$ cat src/rtl/countdown_timer_core.sv
// Countdown timer counting core: set hh:mm:ss in IDLE, count down in
// centiseconds while running, then flag expiry and blink the display.
// Time fields use the stopwatch widths so the FND controller can show them.
`timescale 1ns/1ps
module countdown_timer_core #(
  parameter int CLK_HZ      = 100_000_000,
  parameter int TICK_HZ     = 100,
  parameter int BLINK_TICKS = 50
) (
  input  logic       clk,
  input  logic       rst,
  input  logic       i_run,
  input  logic       i_clr,
  input  logic       i_hour_up,
  input  logic       i_min_up,
  input  logic       i_sec_up,
  output logic [6:0] msec,
  output logic [5:0] sec,
  output logic [5:0] min,
  output logic [4:0] hour,
  output logic       running,
  output logic       expired,
  output logic       blink
);

  localparam int DIV = CLK_HZ / TICK_HZ;
  localparam int PW  = $clog2(DIV);
  localparam int BW  = $clog2(BLINK_TICKS + 1);

  typedef enum logic [1:0] {S_IDLE, S_RUN, S_PAUSE, S_DONE} state_t;

  state_t        r_state, w_state;
  logic [6:0]    r_msec, w_msec;
  logic [5:0]    r_sec, w_sec, r_min, w_min;
  logic [4:0]    r_hour, w_hour;
  logic [5:0]    r_p_sec, w_p_sec, r_p_min, w_p_min;
  logic [4:0]    r_p_hour, w_p_hour;
  logic [PW-1:0] r_presc, w_presc;
  logic [BW-1:0] r_bcnt, w_bcnt;
  logic          r_blink, w_blink;

  logic          w_tick, w_nonzero, w_last;
  logic          w_borrow_s, w_borrow_m, w_borrow_h;
  logic [6:0]    w_dec_msec;
  logic [5:0]    w_dec_sec, w_dec_min;
  logic [4:0]    w_dec_hour;

  assign w_tick    = (r_presc == PW'(DIV - 1));
  assign w_nonzero = |{r_hour, r_min, r_sec, r_msec};
  assign w_last    = (r_hour == 5'd0) && (r_min == 6'd0) && (r_sec == 6'd0) && (r_msec == 7'd1);

  // One-centisecond decrement with a borrow rippling msec -> sec -> min -> hour
  always_comb begin
    w_borrow_s = (r_msec == 7'd0);
    w_dec_msec = w_borrow_s ? 7'd99 : r_msec - 7'd1;
    w_borrow_m = w_borrow_s && (r_sec == 6'd0);
    w_dec_sec  = w_borrow_s ? ((r_sec == 6'd0) ? 6'd59 : r_sec - 6'd1) : r_sec;
    w_borrow_h = w_borrow_m && (r_min == 6'd0);
    w_dec_min  = w_borrow_m ? ((r_min == 6'd0) ? 6'd59 : r_min - 6'd1) : r_min;
    w_dec_hour = (w_borrow_h && (r_hour != 5'd0)) ? r_hour - 5'd1 : r_hour;
  end

  // Next-state and next-datapath decode; clear overrides every state
  always_comb begin
    w_state  = r_state;
    w_msec   = r_msec;
    w_sec    = r_sec;
    w_min    = r_min;
    w_hour   = r_hour;
    w_p_sec  = r_p_sec;
    w_p_min  = r_p_min;
    w_p_hour = r_p_hour;
    w_presc  = r_presc;
    w_bcnt   = r_bcnt;
    w_blink  = r_blink;
    if (i_clr) begin
      w_state  = S_IDLE;
      w_msec   = 7'd0;
      w_sec    = 6'd0;
      w_min    = 6'd0;
      w_hour   = 5'd0;
      w_p_sec  = 6'd0;
      w_p_min  = 6'd0;
      w_p_hour = 5'd0;
      w_presc  = '0;
      w_bcnt   = '0;
      w_blink  = 1'b1;
    end else begin
      case (r_state)
        S_IDLE: begin
          w_presc = '0;
          w_msec  = 7'd0;
          if (i_run) begin
            if (w_nonzero) begin
              w_state  = S_RUN;
              w_p_sec  = r_sec;
              w_p_min  = r_min;
              w_p_hour = r_hour;
            end
          end else begin
            if (i_hour_up) w_hour = (r_hour == 5'd23) ? 5'd0 : r_hour + 5'd1;
            if (i_min_up)  w_min  = (r_min == 6'd59) ? 6'd0 : r_min + 6'd1;
            if (i_sec_up)  w_sec  = (r_sec == 6'd59) ? 6'd0 : r_sec + 6'd1;
          end
        end
        S_RUN: begin
          if (i_run) begin
            w_state = S_PAUSE;
            w_presc = '0;
          end else if (w_tick) begin
            w_presc = '0;
            w_msec  = w_dec_msec;
            w_sec   = w_dec_sec;
            w_min   = w_dec_min;
            w_hour  = w_dec_hour;
            if (w_last) begin
              w_state = S_DONE;
              w_bcnt  = '0;
              w_blink = 1'b1;
            end
          end else begin
            w_presc = r_presc + PW'(1);
          end
        end
        S_PAUSE: begin
          if (i_run) begin
            w_state = S_RUN;
            w_presc = '0;
          end
        end
        default: begin
          w_presc = w_tick ? '0 : r_presc + PW'(1);
          if (i_run) begin
            w_state = S_IDLE;
            w_msec  = 7'd0;
            w_sec   = r_p_sec;
            w_min   = r_p_min;
            w_hour  = r_p_hour;
            w_presc = '0;
            w_bcnt  = '0;
            w_blink = 1'b1;
          end else if (w_tick) begin
            if (r_bcnt == BW'(BLINK_TICKS - 1)) begin
              w_bcnt  = '0;
              w_blink = ~r_blink;
            end else begin
              w_bcnt = r_bcnt + BW'(1);
            end
          end
        end
      endcase
    end
  end

  // State and datapath registers with asynchronous active-low reset
  always_ff @(posedge clk or negedge rst) begin
    if (!rst) begin
      r_state  <= S_IDLE;
      r_msec   <= 7'd0;
      r_sec    <= 6'd0;
      r_min    <= 6'd0;
      r_hour   <= 5'd0;
      r_p_sec  <= 6'd0;
      r_p_min  <= 6'd0;
      r_p_hour <= 5'd0;
      r_presc  <= '0;
      r_bcnt   <= '0;
      r_blink  <= 1'b1;
    end else begin
      r_state  <= w_state;
      r_msec   <= w_msec;
      r_sec    <= w_sec;
      r_min    <= w_min;
      r_hour   <= w_hour;
      r_p_sec  <= w_p_sec;
      r_p_min  <= w_p_min;
      r_p_hour <= w_p_hour;
      r_presc  <= w_presc;
      r_bcnt   <= w_bcnt;
      r_blink  <= w_blink;
    end
  end

  assign msec    = r_msec;
  assign sec     = r_sec;
  assign min     = r_min;
  assign hour    = r_hour;
  assign running = (r_state == S_RUN);
  assign expired = (r_state == S_DONE);
  assign blink   = r_blink;

endmodule
$ cat config.mk
export PLATFORM = sky130hd
export DESIGN_NAME = countdown_timer_core
export DESIGN_NICKNAME = d
export VERILOG_FILES = /design/src/rtl/countdown_timer_core.sv
export SDC_FILE = /design/constraint.sdc
export NUM_CORES = 1
export LEC_CHECK = 0
export ABC_AREA = 1
export BUFFER_PORTS_ARGS = -buffer_cell sky130_fd_sc_hd__buf_2
export CORE_MARGIN = 2
export CORE_UTILIZATION = 45
export DETAILED_ROUTE_END_ITERATION = 6
export PLACE_DENSITY = 0.62
export SLEW_MARGIN = 20
export SYNTH_ARGS = -nofsm -noshare
export SYNTH_HDL_FRONTEND = slang
export SYNTH_SLANG_ARGS = --single-unit
$ cat constraint.sdc
create_clock -name clk -period 2.6 [get_ports clk]
set_input_delay 0.52 -clock clk [delete_from_list [all_inputs] [get_ports clk]]
set_output_delay 0.52 -clock clk [all_outputs]
set_load 0.05 [all_outputs]
==> results of run 1 <==
## layout by cell type (no fill, tap or decap), drive strengths merged, types with 2 or more instances in the layout
cell type  Yosys  routed
bufinv         0       2
nor2          79      79
inv           74      74
nor3          18      18
a31oi          4       4
ha            14      14
clkbuf         5      13
buf           14      40
xor2          15      15
nand2        250     250
or2            3       3
nand3         72      72
o22ai          3       3
dfrtp         69      69
o21ai         47      47
a21oi         16      16
o211ai         3       3
nand3b         5       5
nand4         12      12
## logic make-up after synthesis
family	Yosys count	synth area share [%]
AO/OA/AOI/OAI	79	9.587
XOR/XNOR	16	2.894
adder cells (fa/ha/maj)	14	3.618
buffers and inverters	93	7.984
flip-flops	70	36.20
AND/OR/NAND/NOR	440	39.72
## final cells by class
type / count / area, µm² / area share [%]
multi-input combinational: 549 / 2703 / 50.47
sequential: 70 / 1753 / 32.73
inverter: 74 / 277.8 / 5.187
timing repair buffer: 40 / 217.7 / 4.065
tap: 136 / 170.2 / 3.178
clock buffer: 13 / 168.9 / 3.154
clock inverter: 3 / 65.06 / 1.215
## power groups by stage
| stage | combinational [mW] | clock [mW] | sequential [mW] |
|---|---|---|---|
| finish | 2.81 | 1.04 | 1.69 |
| global route | 3.17 | 1.11 | 1.73 |
| CTS | 2.81 | 1.07 | 1.68 |
| detailed placement | 2.79 | 0 | 1.70 |
| global placement | 2.76 | 0 | 1.69 |
| floorplan | 1.82 | 0 | 2.04 |
## registers in the layout, summed over array words and instances (netlist names)
signal / count
msec: 7
r_presc: 20
hour: 5
r_bcnt: 6
blink: 1
r_p_hour: 5
r_state: 2
r_p_sec: 6
sec: 6
r_p_min: 6
min: 6
## path summary, 6_finish.rpt
| path | startpoint | end | slack [ns] | cells past startpoint |
|---|---|---|---|---|
| min reg2reg | blink$_DFFE_PN1P_ | blink$_DFFE_PN1P_ | 0.48 | 2 |
| max | r_state[1]$_DFFE_PN0P_ | running | 0.18 | 4 |
| max in group asynchronous | rst | r_p_min[0]$_DFFE_PN0P_ | 2.04 | 2 |
| min in group clk | blink$_DFFE_PN1P_ | blink$_DFFE_PN1P_ | 0.48 | 2 |
| min | rst | r_bcnt[1]$_DFFE_PN0P_ | 0.19 | 2 |
| max reg2reg | r_state[1]$_DFFE_PN0P_ | min[2]$_DFFE_PN0P_ | 0.60 | 9 |
## stage by stage
stage                     total power, mW  hold WS [ns]  instances
after floorplan                     3.857        0.2244        712
after global placement              4.453        0.4672        869
after detailed placement            4.497        0.4744        869
after CTS                           5.567        0.1973        885
after global routing                6.009        0.2204        885
final                               5.538        0.1890        885
## worst max-delay path: stages, from the launching register on
cell	delay, ns
dfrtp_1	0.47
inv_1	0.19
nand2_2	0.18
inv_2	0.34
buf_2	0.34
## routing by layer
metal  routed length [µm]  vias up  GRT usage (%)  share of wire (%)
met5                    0        -              0                  0
met4                  209        0          9.158                1.7
met3                  570       14          4.056                4.6
met2                 5724      106          35.89                 46
met1                 5951     2161          31.26                 48
li1                     -     2343              -                  -
==> qor.csv, run 1 <==
metric,value,unit
CP endpoint kind,primary output,
cell taking the most area after synthesis,dfrtp_1,
static leakage,2.689,nW
number of max-cap violations,0,
status,"finished, final reports clean",
NumNets Final,765,
number of inserted diodes,0,
total wire length,12.45,mm
number of synthesized flops with an enable pin,0,
biggest fanout along the worst timing path,19,
register area share after synthesis,36.20,%
TritonCTS clock tree,done,
Top Ports,34,
Chip Width,107.7,µm
Synth top area share,35.66,%
Hold Fails Final Rpt,0,
final core occ,51.64,%
largest net degree at the start of global routing,37,
Cells after Synth,712,
Setup WS post-layout,0.1780,ns
Post CTS Setup Buffer Count,0,
clk sink count,70,
initial DRC count,290,
dpl hpwl,8.831,mm
global-route wire length before repair,20.93,mm
TNS Setup,0,ns
path category of the worst min-delay check,in -> async,
crit path kind,reg -> out,
dpl ws,0.5281,ns
initial antenna violation count,0,
Synthesized Nets,733,
die area,11610,µm²
ys flop type,dfrtp_1,
DRT Pass-1 Iters,5,
Synth async-reset ratio,100.0,%
Worst VDD drop,0.6703,mV
clock-pin slew on the worst setup and hold paths,0.08,ns
Least-Margin Pin Slew,0.5511,ns
# rows,37,
Initial Utilization,46.69,%
htree depth,3,
yosys warns,0,
core region area,10370,µm²
Final Instance Area,5355,µm²
Max Clk Rate,0.4129,GHz
Yosys reg bits,70,
Area after DPL,5121,µm²
Sw Pwr,2.758,mW
Switching Share,49.80,%
CTS Buf Count,9,
via density per instance,5.225,
Filler cells,1068,
final RePlAce weighted congestion,0.8754,
clk root buf,clkbuf_8,
"Setup violations, final",0,
post-synthesis area per instance,6.801,µm²
"top cells by area, synth","dfrtp_1, nand2_1, nand3_1, nor2_1, inv_1",
Int Pwr,2.780,mW
total congestion overflow,0,
Final Cycle Share,93.15,%
CTS resizes,0,
synth unique cells,39,
DRC,0,
clock share of power,18.8,%
"Req. time, crit path",2.08,ns
clk_skew,0.01025,ns
part of the power in registers,30.5,%
most frequent cell after synthesis,nand2_1,
vias in the first global route,4389,
total number of vias,4624,
"Slew Viols, Final",0,
cts hold-fix bufs,0,
CP startpoint kind,flip-flop,
Routed Antenna Nets,0,
Comb power frac,50.7,%
GRT Total Usage,22.89,%
Die Height,107.7,µm
share of cells above drive strength 1,12.55,%
Post-Syn Area,4842,µm²
pwr dens,1034,nW/µm²
min cycle time layout,2.422,ns
Worst Path Arrival,1.90,ns
Syn-to-layout area delta,10.59,%
maximum clock path buffer count,2,
IO Port Bufs,33,
RSZ-0062 raised after global routing,no,
clk_lat worst skew,0.37,ns
synth cell count leaders,"nand2_1, nand3_1, dfrtp_1, nor2_1, inv_1",
routed len/inst,14.07,µm
Slew headroom,62.98,%
Note: power is estimated with default switching activity, not from simulation.
==> inputs of run 2 (changes only) <==
--- a/config.mk
+++ b/config.mk
@@ -11,6 +11,7 @@
 export CORE_UTILIZATION = 45
 export DETAILED_ROUTE_END_ITERATION = 6
 export PLACE_DENSITY = 0.62
+export RECOVER_POWER = 100
 export SLEW_MARGIN = 20
 export SYNTH_ARGS = -nofsm -noshare
 export SYNTH_HDL_FRONTEND = slang
==> qor.csv, run 2 (synthesis gave the netlist of run 1 again) <==
metric,value,unit
R2R setup slack,0.28,ns
initial antenna violation count,0,
CP startpoint kind,flip-flop,
Post CTS Setup Buffer Count,0,
number of max-cap violations,2,
clock-pin slew on the worst setup and hold paths,0.08,ns
failing checks,"max-capacitance violations, max-slew violations",
biggest fanout along the worst timing path,19,
"Slew Viols, Final",72,
global-route wire length before repair,20.93,mm
RR Endpoint,r_bcnt[2]$_DFFE_PN0P_,
Die Height,107.7,µm
Least-Margin Pin Slew,2.110,ns
Setup WS post-layout,0.1581,ns
path category of the worst min-delay check,reg -> reg,
Worst Setup SP,r_state[1]$_DFFE_PN0P_,
Syn-to-layout area delta,8.398,%
DRC,0,
number of inserted diodes,0,
IO Port Bufs,33,
RSZ-0062 raised after global routing,no,
CP max stage delay,0.47,ns
Sw Pwr,2.720,mW
Initial Utilization,46.69,%
final RePlAce weighted congestion,0.8754,
R2R depth,11,
Largest Register,r_presc,
vias in the first global route,4389,
TritonCTS clock tree,done,
routed len/inst,14.02,µm
max FFs per register,20,
maximum clock path buffer count,2,
slowest CP cell,dfrtp_1,
largest net degree at the start of global routing,37,
total number of vias,4590,
pwr dens,1034,nW/µm²
via density per instance,5.186,
Chip Width,107.7,µm
CTS Buf Count,9,
clock share of power,19.1,%
min cycle time layout,2.442,ns
Final Cycle Share,93.92,%
CTS resizes,0,
crit path kind,reg -> out,
status,finished with violations,
Slew headroom,-40.65,%
Hold Fails Final Rpt,0,
most frequent cells in the layout,"nand2_1, nor2_1, nand3_1",
die area,11610,µm²
part of the power in registers,31.2,%
Top Ports,34,
DRT Pass-1 Iters,5,
CP endpoint kind,primary output,
reg2reg start,min[0]$_DFFE_PN0P_,
dpl ws,0.5281,ns
min-delay src,blink$_DFFE_PN1P_,
initial DRC count,309,
total wire length,12.41,mm
Max Clk Rate,0.4095,GHz
capture point of the critical path,running,
TNS Setup,0,ns
NumNets Final,765,
Worst VDD drop,0.6727,mV
"Req. time, crit path",2.08,ns
total congestion overflow,0,
"Setup violations, final",0,
Comb power frac,49.7,%
cts hold-fix bufs,0,
clk sink count,70,
clk_skew,0.009741,ns
core region area,10370,µm²
Routed Antenna Nets,0,
share of cells above drive strength 1,6.809,%
static leakage,2.566,nW
clk root buf,clkbuf_8,
htree depth,3,
"most common cell after layout, fill and taps aside",nand2_1,
# rows,37,
GRT Total Usage,22.89,%
clk_lat worst skew,0.37,ns
Int Pwr,2.708,mW
dpl hpwl,8.831,mm
Worst Path Arrival,1.92,ns
"Critical Path, Cell by Cell",inv_1 > nand2_2 > inv_2 > clkbuf_2,
Switching Share,50.12,%
[run 2: changes by cell type in the layout (fill, tap and decap cells not counted), moves of 2 or more]
cell | before | now
clkbuf_2 | 0 | 2
nand2_2 | 7 | 2
nor2_4 | 5 | 2
o21ai_2 | 4 | 1
o21ai_1 | 4 | 1
o21ai_0 | 39 | 45
buf_4 | 7 | 4
nor2_1 | 69 | 72
clkbuf_1 | 1 | 29
buf_2 | 33 | 6
nand2_1 | 240 | 246
[run 2: critical path, delay by kind of cell, from the launching register on]
family / cells / cell delay [ns]
buffers and inverters: 3 / 0.90
flip-flops: 1 / 0.47
AND/OR/NAND/NOR: 1 / 0.18
[run 2: worst min path at each step]
stage | end | cells after the start
2_1_floorplan | hour[0]$_DFFE_PN0P_ | 0
3_3_place_gp | blink$_DFFE_PN1P_ | 2
3_5_place_dp | blink$_DFFE_PN1P_ | 2
4_1_cts | r_bcnt[3]$_DFFE_PN0P_ | 2
5_1_grt | blink$_DFFE_PN1P_ | 2
6_report | blink$_DFFE_PN1P_ | 2
[run 2: area by class of cell]
cell class	instances	area (µm²)
clock buffer	13	168.9
clock inverter	3	65.06
fill	1100	5121
inverter	74	277.8
multi-input combinational	549	2639
sequential	70	1753
tap	136	170.2
timing repair buffer	40	175.2
[run 2: power by group through the flow]
stage          registers, mW  logic, mW  clock network [mW]
6_report                1.69       2.70                1.04
5_1_grt                 1.74       3.05                1.11
4_1_cts                 1.68       2.81                1.07
3_5_place_dp            1.70       2.79                   0
3_3_place_gp            1.69       2.76                   0
2_1_floorplan           2.04       1.82                   0
[run 2: stage by stage]
stage | cell area (µm²) | instances | hold slack, ns | total power [mW] | utilization (%)
after floorplan | 4842 | 712 | 0.2244 | 3.857 | -
after global placement | 5121 | 869 | 0.4672 | 4.453 | 49.38
after detailed placement | 5121 | 869 | 0.4744 | 4.497 | 49.38
after CTS | 5355 | 885 | 0.1973 | 5.567 | 51.64
after global routing | 5249 | 885 | 0.5183 | 5.901 | 50.62
final | 5249 | 885 | 0.4824 | 5.428 | 50.62
[run 2: routing by layer]
metal | vias up | wire, µm | share of wire (%) | track usage [%]
met5 | - | 0 | 0 | 0
met4 | 0 | 199 | 1.6 | 9.158
met3 | 15 | 654 | 5.3 | 4.056
met2 | 110 | 5690 | 46 | 35.89
met1 | 2116 | 5867 | 47 | 31.26
li1 | 2349 | - | - | -
==> inputs of run 3 (changes only) <==
--- a/config.mk
+++ b/config.mk
@@ -8,9 +8,9 @@
 export ABC_AREA = 1
 export BUFFER_PORTS_ARGS = -buffer_cell sky130_fd_sc_hd__buf_2
 export CORE_MARGIN = 2
-export CORE_UTILIZATION = 45
+export CORE_UTILIZATION = 65
 export DETAILED_ROUTE_END_ITERATION = 6
-export PLACE_DENSITY = 0.62
+export PLACE_DENSITY = 0.85
 export RECOVER_POWER = 100
 export SLEW_MARGIN = 20
 export SYNTH_ARGS = -nofsm -noshare
==> qor.csv, run 3 (synthesis gave the netlist of run 1 again) <==
metric,value,unit
core region area,7214,µm²
clock-pin slew on the worst setup and hold paths,0.07,ns
htree depth,3,
clk_lat worst skew,0.36,ns
"Req. time, crit path",2.08,ns
via density per instance,5.687,
pwr dens,1007,nW/µm²
Area after DPL,5072,µm²
static leakage,2.519,nW
largest net degree at the start of global routing,71,
vias in the first global route,4532,
most frequent cells in the layout,"nand2_1, nor2_1, nand3_1",
Max Clk Rate,0.4152,GHz
Worst Path Arrival,1.89,ns
IO Port Bufs,33,
number of max-cap violations,1,
clk sink count,70,
final RePlAce weighted congestion,0.8772,
# rows,31,
CTS resizes,0,
cts hold-fix bufs,0,
worst hold margin,0.4836,ns
initial antenna violation count,0,
DRC,0,
clk root buf,clkbuf_8,
Top Ports,34,
path category of the worst min-delay check,reg -> reg,
Chip Width,90.31,µm
"most common cell after layout, fill and taps aside",nand2_1,
initial DRC count,430,
"Setup violations, final",0,
Syn-to-layout area delta,5.711,%
crit path kind,reg -> out,
Filler cells,637,
NumNets Final,763,
max FFs per register,20,
CP startpoint kind,flip-flop,
min-delay src,r_p_hour[0]$_DFFE_PN0P_,
global-route wire length before repair,20.15,mm
"Slew Viols, Final",71,
number of inserted diodes,0,
"Critical Path, Cell by Cell",nand2_2 > inv_2 > clkbuf_2,
Final Instance Area,5119,µm²
GRT Total Usage,30.03,%
Initial Utilization,67.12,%
clk_skew,0.01023,ns
share of cells above drive strength 1,6.846,%
total number of vias,4800,
Post CTS Setup Buffer Count,0,
total congestion overflow,0,
DRT Pass-1 Iters,5,
status,finished with violations,
TNS Setup,0,ns
Final Cycle Share,92.63,%
maximum clock path buffer count,2,
Die Height,90.31,µm
TritonCTS clock tree,done,
R2R setup slack,0.28,ns
reg2reg start,r_state[0]$_DFFE_PN0P_,
routed len/inst,13.85,µm
Hold Fails Final Rpt,0,
slowest CP cell,dfrtp_1,
Worst Setup SP,r_state[0]$_DFFE_PN0P_,
Slew headroom,-14.55,%
Routed Antenna Nets,0,
min cycle time layout,2.408,ns
dpl hpwl,8.259,mm
Worst VDD drop,0.5234,mV
RSZ-0062 raised after global routing,no,
Least-Margin Pin Slew,1.718,ns
total wire length,11.69,mm
CTS Buf Count,9,
CP endpoint kind,primary output,
failing checks,"max-capacitance violations, max-slew violations",
die area,8156,µm²
biggest fanout along the worst timing path,19,
Largest Register,r_presc,
CP max stage delay,0.59,ns
## run 3: cell types whose count changed in the layout (fill, tap and decap cells not counted), sizes merged
| cell | previous run | this run |
|---|---|---|
| buf | 10 | 9 |
| bufinv | 2 | 0 |
| clkbuf | 43 | 39 |
| clkinv | 1 | 2 |
| clkinvlp | 0 | 2 |
## run 3: metrics by stage
step	std cells	setup WS (ns)	total power [mW]	utilization, %
2_1_floorplan	712	0.7090	3.857	-
3_3_place_gp	830	0.5476	4.383	70.31
3_5_place_dp	830	0.4737	4.459	70.31
4_1_cts	844	0.2313	5.233	72.56
5_1_grt	844	0.07323	5.571	70.95
6_report	844	0.1916	5.155	70.95
## run 3: area by class of cell
type | instances | area, µm² | share of cell area (%)
repair buffers | 38 | 163.9 | 3.202
multi-input cells | 549 | 2638 | 51.53
clock buffers | 10 | 137.6 | 2.689
clock inverters | 4 | 25.02 | 0.4889
well taps | 99 | 123.9 | 2.420
inverters | 74 | 277.8 | 5.427
flip-flops and latches | 70 | 1753 | 34.25
## run 3: critical path: cells and delay by family, from the launching register on
family | cells | cell delay [ns]
and+or+nand+nor | 1 | 0.24
buffers and inverters | 2 | 0.70
DFF | 1 | 0.59
## run 3: metal layers
layer	vias to the layer above	GRT usage [%]	routed length (µm)
met5	-	0	0
met4	0	14.10	344
met3	40	4.508	829
met2	206	48.31	5429
met1	2203	40.23	5089
li1	2351	-	-
## run 3: final timing paths
kind | to | cells past startpoint
hold / removal | r_p_hour[0]$_DFFE_PN0P_ | 2
setup / recovery | running | 3
setup reg to reg | sec[3]$_DFFE_PN0P_ | 7
hold reg to reg | r_p_hour[0]$_DFFE_PN0P_ | 2
min in group asynchronous | r_bcnt[4]$_DFFE_PN0P_ | 2
max in group asynchronous | r_bcnt[2]$_DFFE_PN0P_ | 2
## run 3: power breakdown
part / total [mW] / switching [mW] / internal, mW
clock: 0.778 / 0.420 / 0.358
combinational: 2.71 / 1.94 / 0.766
sequential: 1.67 / 0.350 / 1.32
